## src/rtl/quant_stream.sv

```systemverilog
// Streaming FP32 -> signed OUT_W-bit quantizer: q = clip(round(x * scale_inv) + zero_point).
// Two register stages (unpack/multiply, then shift/round/clip) with valid/ready on both sides.
module quant_stream #(
    parameter int OUT_W      = 8,
    parameter int ROUND_MODE = 0,
    parameter int SYMMETRIC  = 0,
    parameter int SATCNT_W   = 16
) (
    input  logic                clk,
    input  logic                rst_n,
    input  logic                in_valid,
    output logic                in_ready,
    input  logic [31:0]         in_data,
    input  logic [31:0]         scale_inv,
    input  logic [OUT_W-1:0]    zero_point,
    output logic                out_valid,
    input  logic                out_ready,
    output logic [OUT_W-1:0]    out_data,
    output logic                out_sat,
    output logic                out_nan,
    input  logic                amax_clr,
    output logic [31:0]         amax,
    output logic [SATCNT_W-1:0] sat_count
);

    localparam int MAG_W = OUT_W + 2;
    localparam int SUM_W = OUT_W + 3;
    localparam int HI_I  = (1 << (OUT_W - 1)) - 1;
    localparam int LO_I  = (SYMMETRIC != 0) ? -HI_I : -HI_I - 1;
    localparam logic signed [SUM_W-1:0] CLIP_HI = SUM_W'(HI_I);
    localparam logic signed [SUM_W-1:0] CLIP_LO = SUM_W'(LO_I);
    // Magnitude cap 2^(OUT_W+1): far enough out that any zero_point still clips.
    localparam logic [MAG_W-1:0] MAG_CAP = {2'b10, {OUT_W{1'b0}}};

    logic adv1, adv2;
    logic v1, v2;

    assign adv2      = !v2 || out_ready;
    assign adv1      = !v1 || adv2;
    assign in_ready  = adv1;
    assign out_valid = v2;

    // ---------------- stage 1: unpack and multiply ----------------
    logic              sx, ss;
    logic [7:0]        ex, es;
    logic [22:0]       fx, fs;
    logic              x_zero, s_zero, x_inf, s_inf, x_nan, s_nan;
    logic              nan_c, inf_c, zero_c;
    logic [47:0]       mant_c;
    logic signed [9:0] exp_c;

    assign sx = in_data[31];
    assign ex = in_data[30:23];
    assign fx = in_data[22:0];
    assign ss = scale_inv[31];
    assign es = scale_inv[30:23];
    assign fs = scale_inv[22:0];

    assign x_zero = (ex == 8'h00);
    assign s_zero = (es == 8'h00);
    assign x_inf  = (ex == 8'hFF) && (fx == 23'd0);
    assign s_inf  = (es == 8'hFF) && (fs == 23'd0);
    assign x_nan  = (ex == 8'hFF) && (fx != 23'd0);
    assign s_nan  = (es == 8'hFF) && (fs != 23'd0);

    assign nan_c  = x_nan || s_nan || (x_inf && s_zero) || (s_inf && x_zero);
    assign inf_c  = (x_inf || s_inf) && !nan_c;
    assign zero_c = (x_zero || s_zero) && !nan_c && !inf_c;

    assign mant_c = 48'({1'b1, fx}) * 48'({1'b1, fs});
    // Product value is mant_c * 2^exp_c; range -298..208 fits 10 bits signed.
    assign exp_c  = $signed({2'b00, ex}) + $signed({2'b00, es}) - 10'sd300;

    logic [47:0]             mant1;
    logic signed [9:0]       exp1;
    logic                    sign1, nan1, inf1, zero1;
    logic signed [OUT_W-1:0] zp1;

    always_ff @(posedge clk or negedge rst_n) begin
        if (!rst_n) begin
            v1    <= 1'b0;
            mant1 <= '0;
            exp1  <= '0;
            sign1 <= 1'b0;
            nan1  <= 1'b0;
            inf1  <= 1'b0;
            zero1 <= 1'b0;
            zp1   <= '0;
        end else if (adv1) begin
            v1 <= in_valid;
            if (in_valid) begin
                mant1 <= mant_c;
                exp1  <= exp_c;
                sign1 <= sx ^ ss;
                nan1  <= nan_c;
                inf1  <= inf_c;
                zero1 <= zero_c;
                zp1   <= zero_point;
            end
        end
    end

    // ---------------- stage 2: shift, round, offset, clip ----------------
    logic [9:0]              neg_e;
    logic [5:0]              sh_c;
    logic [95:0]             shifted;
    logic [47:0]             floor_v;
    logic                    rbit, sticky, inc;
    logic [48:0]             rounded;
    logic [MAG_W-1:0]        mag_c;
    logic signed [SUM_W-1:0] val_c, sum_c, clip_c;
    logic                    sat_c;
    logic [OUT_W-1:0]        data_c;

    // Beyond a 50-bit right shift the value is below 0.25, so clamping the shift is exact.
    assign neg_e   = 10'(-exp1);
    assign sh_c    = (neg_e > 10'd50) ? 6'd50 : neg_e[5:0];
    assign shifted = {mant1, 48'd0} >> sh_c;
    assign floor_v = shifted[95:48];
    assign rbit    = shifted[47];
    assign sticky  = |shifted[46:0];
    assign inc     = (ROUND_MODE == 0) && rbit && (sticky || floor_v[0]);
    assign rounded = {1'b0, floor_v} + 49'(inc);

    always_comb begin
        mag_c = '0;
        if (zero1)
            mag_c = '0;
        else if (inf1 || !exp1[9])
            mag_c = MAG_CAP;
        else if (rounded >= 49'(MAG_CAP))
            mag_c = MAG_CAP;
        else
            mag_c = rounded[MAG_W-1:0];
    end

    assign val_c = sign1 ? -$signed({1'b0, mag_c}) : $signed({1'b0, mag_c});
    assign sum_c = val_c + $signed({{3{zp1[OUT_W-1]}}, zp1});

    always_comb begin
        clip_c = sum_c;
        sat_c  = 1'b0;
        if (sum_c > CLIP_HI) begin
            clip_c = CLIP_HI;
            sat_c  = 1'b1;
        end else if (sum_c < CLIP_LO) begin
            clip_c = CLIP_LO;
            sat_c  = 1'b1;
        end
    end

    assign data_c = clip_c[OUT_W-1:0];

    always_ff @(posedge clk or negedge rst_n) begin
        if (!rst_n) begin
            v2       <= 1'b0;
            out_data <= '0;
            out_sat  <= 1'b0;
            out_nan  <= 1'b0;
        end else if (adv2) begin
            v2 <= v1;
            if (v1) begin
                out_data <= nan1 ? '0 : data_c;
                out_sat  <= nan1 ? 1'b0 : sat_c;
                out_nan  <= nan1;
            end
        end
    end

    // ---------------- calibration and saturation statistics ----------------
    logic in_is_nan;
    assign in_is_nan = x_nan;

    always_ff @(posedge clk or negedge rst_n) begin
        if (!rst_n) begin
            amax <= '0;
        end else if (amax_clr) begin
            amax <= '0;
        end else if (in_valid && in_ready && !in_is_nan && (in_data[30:0] > amax[30:0])) begin
            amax <= {1'b0, in_data[30:0]};
        end
    end

    always_ff @(posedge clk or negedge rst_n) begin
        if (!rst_n) begin
            sat_count <= '0;
        end else if (v2 && out_ready && out_sat && (sat_count != {SATCNT_W{1'b1}})) begin
            sat_count <= sat_count + 1'b1;
        end
    end

endmodule

```

## config.mk

```make
export PLATFORM = sky130hd
export DESIGN_NAME = quant_stream
export DESIGN_NICKNAME = d
export VERILOG_FILES = /design/src/rtl/quant_stream.sv
export SDC_FILE = /design/constraint.sdc
export NUM_CORES = 2
export LEC_CHECK = 0
export CAP_MARGIN = 20
export CORE_MARGIN = 2
export CORE_UTILIZATION = 55
export DETAILED_ROUTE_END_ITERATION = 16
export PLACE_DENSITY_LB_ADDON = 0.12
export REMOVE_ABC_BUFFERS = 1
export SETUP_SLACK_MARGIN = 0.15
export SLEW_MARGIN = 40
export SYNTH_ARGS = -nofsm -noshare
export SYNTH_HDL_FRONTEND = slang
export SYNTH_SLANG_ARGS = --single-unit
```

## constraint.sdc

```tcl
create_clock -name clk -period 13.85 [get_ports clk]
set_clock_uncertainty 0.1 [all_clocks]
set_input_delay 2.77 -clock clk [delete_from_list [all_inputs] [get_ports clk]]
set_output_delay 2.77 -clock clk [all_outputs]
set_load 0.03 [all_outputs]
```

Word-level counts from Yosys, hierarchy flattened
Index checks and enable logic that the tools add are counted.
- register bits after elaboration: 130
- output and inout port bits: 60
- input bits: 77
- word-level logic and storage cells: 86
- equality and inequality tests: 3
- multipliers: 1
- mux-type cells: 13
- add/subtract/negate cells: 7
- bitwise logic cells: 1
- $lt $le $gt $ge: 5
- reduce and logical (&&, ||, !) cells: 41
- shifts and indexed selects: 1
- operators with widths (operator ; count):
    96-bit by 6-bit >> shifter with 96-bit output ; 1
    32-bit 2-to-1 mux ; 2
    48-bit by 1-bit adder with 49-bit output ; 1
    49-bit by 10-bit >= comparator with 1-bit output, second input constant ; 1
    24-bit by 24-bit multiplier with 48-bit output ; 1
    47-bit OR reduction ; 1
    23-bit logical NOT ; 2
    23-bit nonzero test ; 2
    31-bit greater-than comparator ; 1
    10-bit 2-to-1 mux ; 3
    8-bit 2-to-1 mux ; 3
    16-bit by 1-bit adder with 16-bit output, second input constant ; 1
    8-bit == test, second input constant ; 2
    1-bit logical AND ; 16
    8-bit logical NOT ; 2
    16-bit inequality test, second input constant ; 1
    11-bit by 8-bit adder with 11-bit output ; 1
    11-bit by 8-bit greater-than comparator with 1-bit output, second input constant ; 1
    11-bit by 8-bit less-than comparator with 1-bit output, second input constant ; 1
    11-bit 2-to-1 mux ; 1
    10-bit negation with 11-bit output ; 1
    10-bit by 6-bit greater-than comparator with 1-bit output, second input constant ; 1
    10-bit negation ; 1
    9-bit by 9-bit subtractor with 10-bit output, second input constant ; 1
    8 further kinds ; 24

Logic depth before layout (Yosys ltp)
- depth in word-level cells: 19
- depth in mapped cells: 52
- depth with buffers taken out: 42

Worst setup path before layout
Ideal clock, no wire load.
- path kind: register to register
- start: reg exp1[0]
- end: reg out_data[5]
- period minus slack after synthesis: 10.312 ns
- data required time: 13.624 ns
- buffers on the path: 10
- setup time: 0.126 ns
- path slack: 3.538 ns
- cell stages (with the launch flop): 51
- data arrival time: 10.086 ns
- path through: dfrtp_1 -> clkbuf_1 -> clkbuf_1 -> clkbuf_1 -> inv_1 -> ha_1 -> clkbuf_1 -> inv_1 -> o221ai_1 -> o21a_1 -> buf_4 -> buf_4 -> buf_2 -> buf_2 -> buf_2 -> o31ai_1 -> a221oi_2 -> mux2i_1 -> [15 not listed] -> ha_1 -> nand2_1 -> o21ai_0 -> fa_1 -> a21o_1 -> a21o_1 -> a21o_1 -> a21oi_1 -> nor2b_1 -> o21a_1 -> o21ai_0 -> nand2b_1 -> a21oi_1 -> xnor2_1 -> mux2i_1 -> a211oi_2 -> o21a_4 -> a221o_1
- cells in the longest elaborated chain, start to end: 19
- elaborated cells on any way between the ends: 20
- classes of those cells: 4 x add/sub; 4 x order compare; 1 x shift; 8 x mux; 3 x reduce/logical
- RTL lines (what ; line ; source):
    start: declaration ; 75 ; logic signed [9:0] exp1;
    start signal: assignment ; 93 ; exp1 <= exp_c;
    10-bit negation (*) ; 116 ; assign neg_e = 10'(-exp1);
    10-bit by 6-bit greater-than comparator with 1-bit output ; 117 ; assign sh_c = (neg_e > 10'd50) ? 6'd50 : neg_e[5:0];
    6-bit 2-to-1 mux (*) ; 117 ;
    96-bit by 6-bit >> shifter with 96-bit output (*) ; 118 ; assign shifted = {mant1, 48'd0} >> sh_c;
    47-bit OR reduction ; 121 ; assign sticky = |shifted[46:0];
    1-bit logical OR ; 122 ; assign inc = (ROUND_MODE == 0) && rbit && (sticky || floor_v[0]);
    1-bit logical AND ; 122 ;
    48-bit by 1-bit adder with 49-bit output (*) ; 123 ; assign rounded = {1'b0, floor_v} + 49'(inc);
    [3 not listed] ; -- ;
    10-bit 2-to-1 mux (*) ; 127 ; if (zero1)
    10-bit negation with 11-bit output ; 137 ; assign val_c = sign1 ? -$signed({1'b0, mag_c}) : $signed({1'b0, mag_c});
    11-bit 2-to-1 mux (*) ; 137 ;
    11-bit by 8-bit adder with 11-bit output (*) ; 138 ; assign sum_c = val_c + $signed({{3{zp1[OUT_W-1]}}, zp1});
    11-bit by 8-bit less-than comparator with 1-bit output ; 146 ; end else if (sum_c < CLIP_LO) begin
    8-bit 2-to-1 mux ; 146 ;
    8-bit 2-to-1 mux (*) ; 143 ; if (sum_c > CLIP_HI) begin
    8-bit 2-to-1 mux (*) ; 163 ; out_data <= nan1 ? '0 : data_c;
    end signal: assignment ; 163 ;
    end: declaration ; 18 ; output logic [OUT_W-1:0] out_data,
Every way passes the cells marked *; elsewhere a longest branch is shown, timed or not.
A chain may end at the register's enable or synchronous reset.

Worst setup path after layout
- start: reg exp1[0]
- end: reg out_data[4]
The elaborated chain is that of the path after synthesis.

==> results.cfg <==
[status]
outcome = finished clean

[yosys]
syn_area_um2 = 32000
synth.distinct_cells = 108
ys_warn_count = 0
ys_ff_latch = 129
synthCells = 3754
synthArstFlopShare_pct = 100
synth-edff-count = 0
ys_seq_area_share_pct = 10.1
synth_flop_cell = dfrtp_1
syn_area_per_cell_um2 = 8.51

[sta]
layout_min_cycle_time_ns = 11.79
post-route-period-util_pct = 85.1
finalSetupViolCount = 0
hold_viol = 0
max_slew_margin_pct = 40.5
worst_pin_slew_ns = 0.889
slew_viol_final = 0
fmax_mhz = 84.8
rsz0062_at_grt = false

[floorplanning]
initial_core_util_pct = 55.5
dieArea_um2 = 60000
io_pins = 137
die_x_um = 245
core_area_um2 = 57600
die_y_um = 245
rows = 88

[final_layout]
final_layout_size_suffix_gt1_share_pct = 6.30
fillers = 5221
final_cell_mix = inv_1 (555), nand2_1 (518), fa_1 (484)
fin_nets = 4575
area_delta_synth_final_pct = 8.34
fin_util_pct = 60.1
final_common_cell = inv_1

[worst_setup_path]
arrival_ns = 12.02
rr_worst_depth = 44
regToRegStartpoint = exp1[0]
reg2reg_slack_ns = 2.06
path_buf_inv = 5
cp_data_required_time_ns = 14.08
critPathLaunchType = flip-flop
r2r_end = out_data[4]
critPathKind = flip-flop to flip-flop
path_delay_family = compound AO/OA/AOI/OAI gates
worstSetupEndpointType = flip-flop
cp.depth = 44
crit_path_max_fanout = 35
max_stage_delay_ns = 0.61
crit_path_top_delay_cell = a221oi_1

[cts]
cts_resized = 0
clk_path_buf_depth = 2
cts_buffers = 17
cts-root-buf = clkbuf_16
hold_buffers = 0
tritoncts = yes
cts_setup_buffers = 0
insertion_delay_ns = 0.45
htree_num_levels = 4
cts_sinks = 129
clk_pin_slew_ns = 0.07

[global_routing]
grt_first_pass_wirelength_mm = 157
gr-total-overflow = 0
grtUsageTotal_pct = 33.2
grt_max_degree = 89
antenna_found_initial = 2
grt_pass1_vias = 27800

[drt]
drtIter0Drc = 2534
ant_nets = 0
vias = 27700
avgRoutedWirePerCell_um = 21.4
vias_per_cell = 6.07
wl_mm = 97.6
dr.pass1.iters = 6
drc = 0

[worst_hold_path]
worstHoldPathType = flip-flop to flip-flop
whs_path_depth = 1
hold_start = v1
worst_hold_path.endpoint = out_valid

[placed_design]
port_buffers = 135
hpwlAfterDp_mm = 76.7
gp_congestion = 1.01

[flow_run]
drv_cap = 0
worst max path at each step:
stage / startpoint / to / slack, ns
2_1_floorplan: exp1[0] / out_data[5] / -0.52
3_3_place_gp: exp1[0] / out_data[3] / 1.94
3_5_place_dp: exp1[0] / out_data[4] / 2.02
4_1_cts: exp1[0] / out_data[5] / 2.04
5_1_grt: exp1[0] / out_data[5] / 1.09
6_report: exp1[0] / out_data[4] / 2.06
layout make-up:
class / instances / area [µm²] / share of cell area [%]
Clock buffer: 17 / 425 / 1.23
Clock inverter: 15 / 164 / 0.473
Tap cell: 765 / 957 / 2.76
Timing Repair Buffer: 225 / 2030 / 5.86
Sequential cell: 129 / 3230 / 9.32
Inverter: 555 / 2080 / 6.02
Antenna cell: 1 / 2.50 / 0.00723
Multi-Input combinational cell: 2852 / 25700 / 74.3
cell usage after synthesis (all sizes together) (38+ instances only):
cell / instances / share of area (%)
a21o: 40 / 0.94
a21oi: 142 / 2.2
and2: 261 / 5.1
buf: 64 / 1.4
clkbuf: 154 / 1.8
dfrtp: 129 / 10
fa: 484 / 30
ha: 234 / 9.2
inv: 555 / 6.5
mux2i: 85 / 2.8
nand2: 519 / 6.1
nand3: 56 / 0.89
nor2: 167 / 2.0
nor3: 83 / 1.4
nor4: 66 / 1.4
o21ai: 105 / 1.7
xnor2: 63 / 1.7
xor2: 38 / 1.0
worst register-to-register path: cells and delay by family, from the launching register on:
kind	cells	cell delay (ns)
AND/OR/NAND/NOR	13	3.20
multiplexers	2	0.83
adder cells (fa/ha/maj)	4	1.30
flip-flops	1	0.38
buffers and inverters	5	1.02
XOR/XNOR	1	0.19
AO/OA/AOI/OAI	19	4.63
flip-flops by register name, indices dropped and copies added (netlist names):
name,count
amax,31
exp1,10
inf1,1
mant1,48
nan1,1
out_data,8
out_nan,1
out_sat,1
out_valid,1
sat_count,16
sign1,1
v1,1
zero1,1
zp1,8
routing by layer:
metal / share of wire, % / track usage (%) / wire (µm)
met1: 42 / 46.0 / 41200
met5: 0.027 / 0 / 26
met4: 3.1 / 9.68 / 3020
met2: 47 / 54.0 / 46000
met3: 7.5 / 4.89 / 7310
cells by family (layout without fill, tap and decap cells):
family | Yosys count | after routing | share of synthesized area, %
flip-flops | 129 | 129 | 10.1
multiplexers | 95 | 95 | 3.11
adder cells (fa/ha/maj) | 718 | 718 | 39.5
AO/OA/AOI/OAI | 611 | 611 | 14.1
AND/OR/NAND/NOR | 1326 | 1326 | 20.7
buffers and inverters | 773 | 812 | 9.69
other | 1 | 2 | 0.0117
XOR/XNOR | 101 | 101 | 2.77
metrics by stage:
stage	setup TNS [ns]	cells	area, µm²	hold WS [ns]	setup WS (ns)
2_1_floorplan	-3.93	3536	30900	0.352	-0.520
3_3_place_gp	0	4519	33900	0.373	1.94
3_5_place_dp	0	4524	34000	0.377	2.02
4_1_cts	0	4556	34600	0.394	2.04
5_1_grt	0	4558	34600	0.407	1.09
6_report	0	4559	34600	0.391	2.06
Power is not shown: default switching activity piles up to over one toggle a cycle in this logic, so the estimate is an artifact.
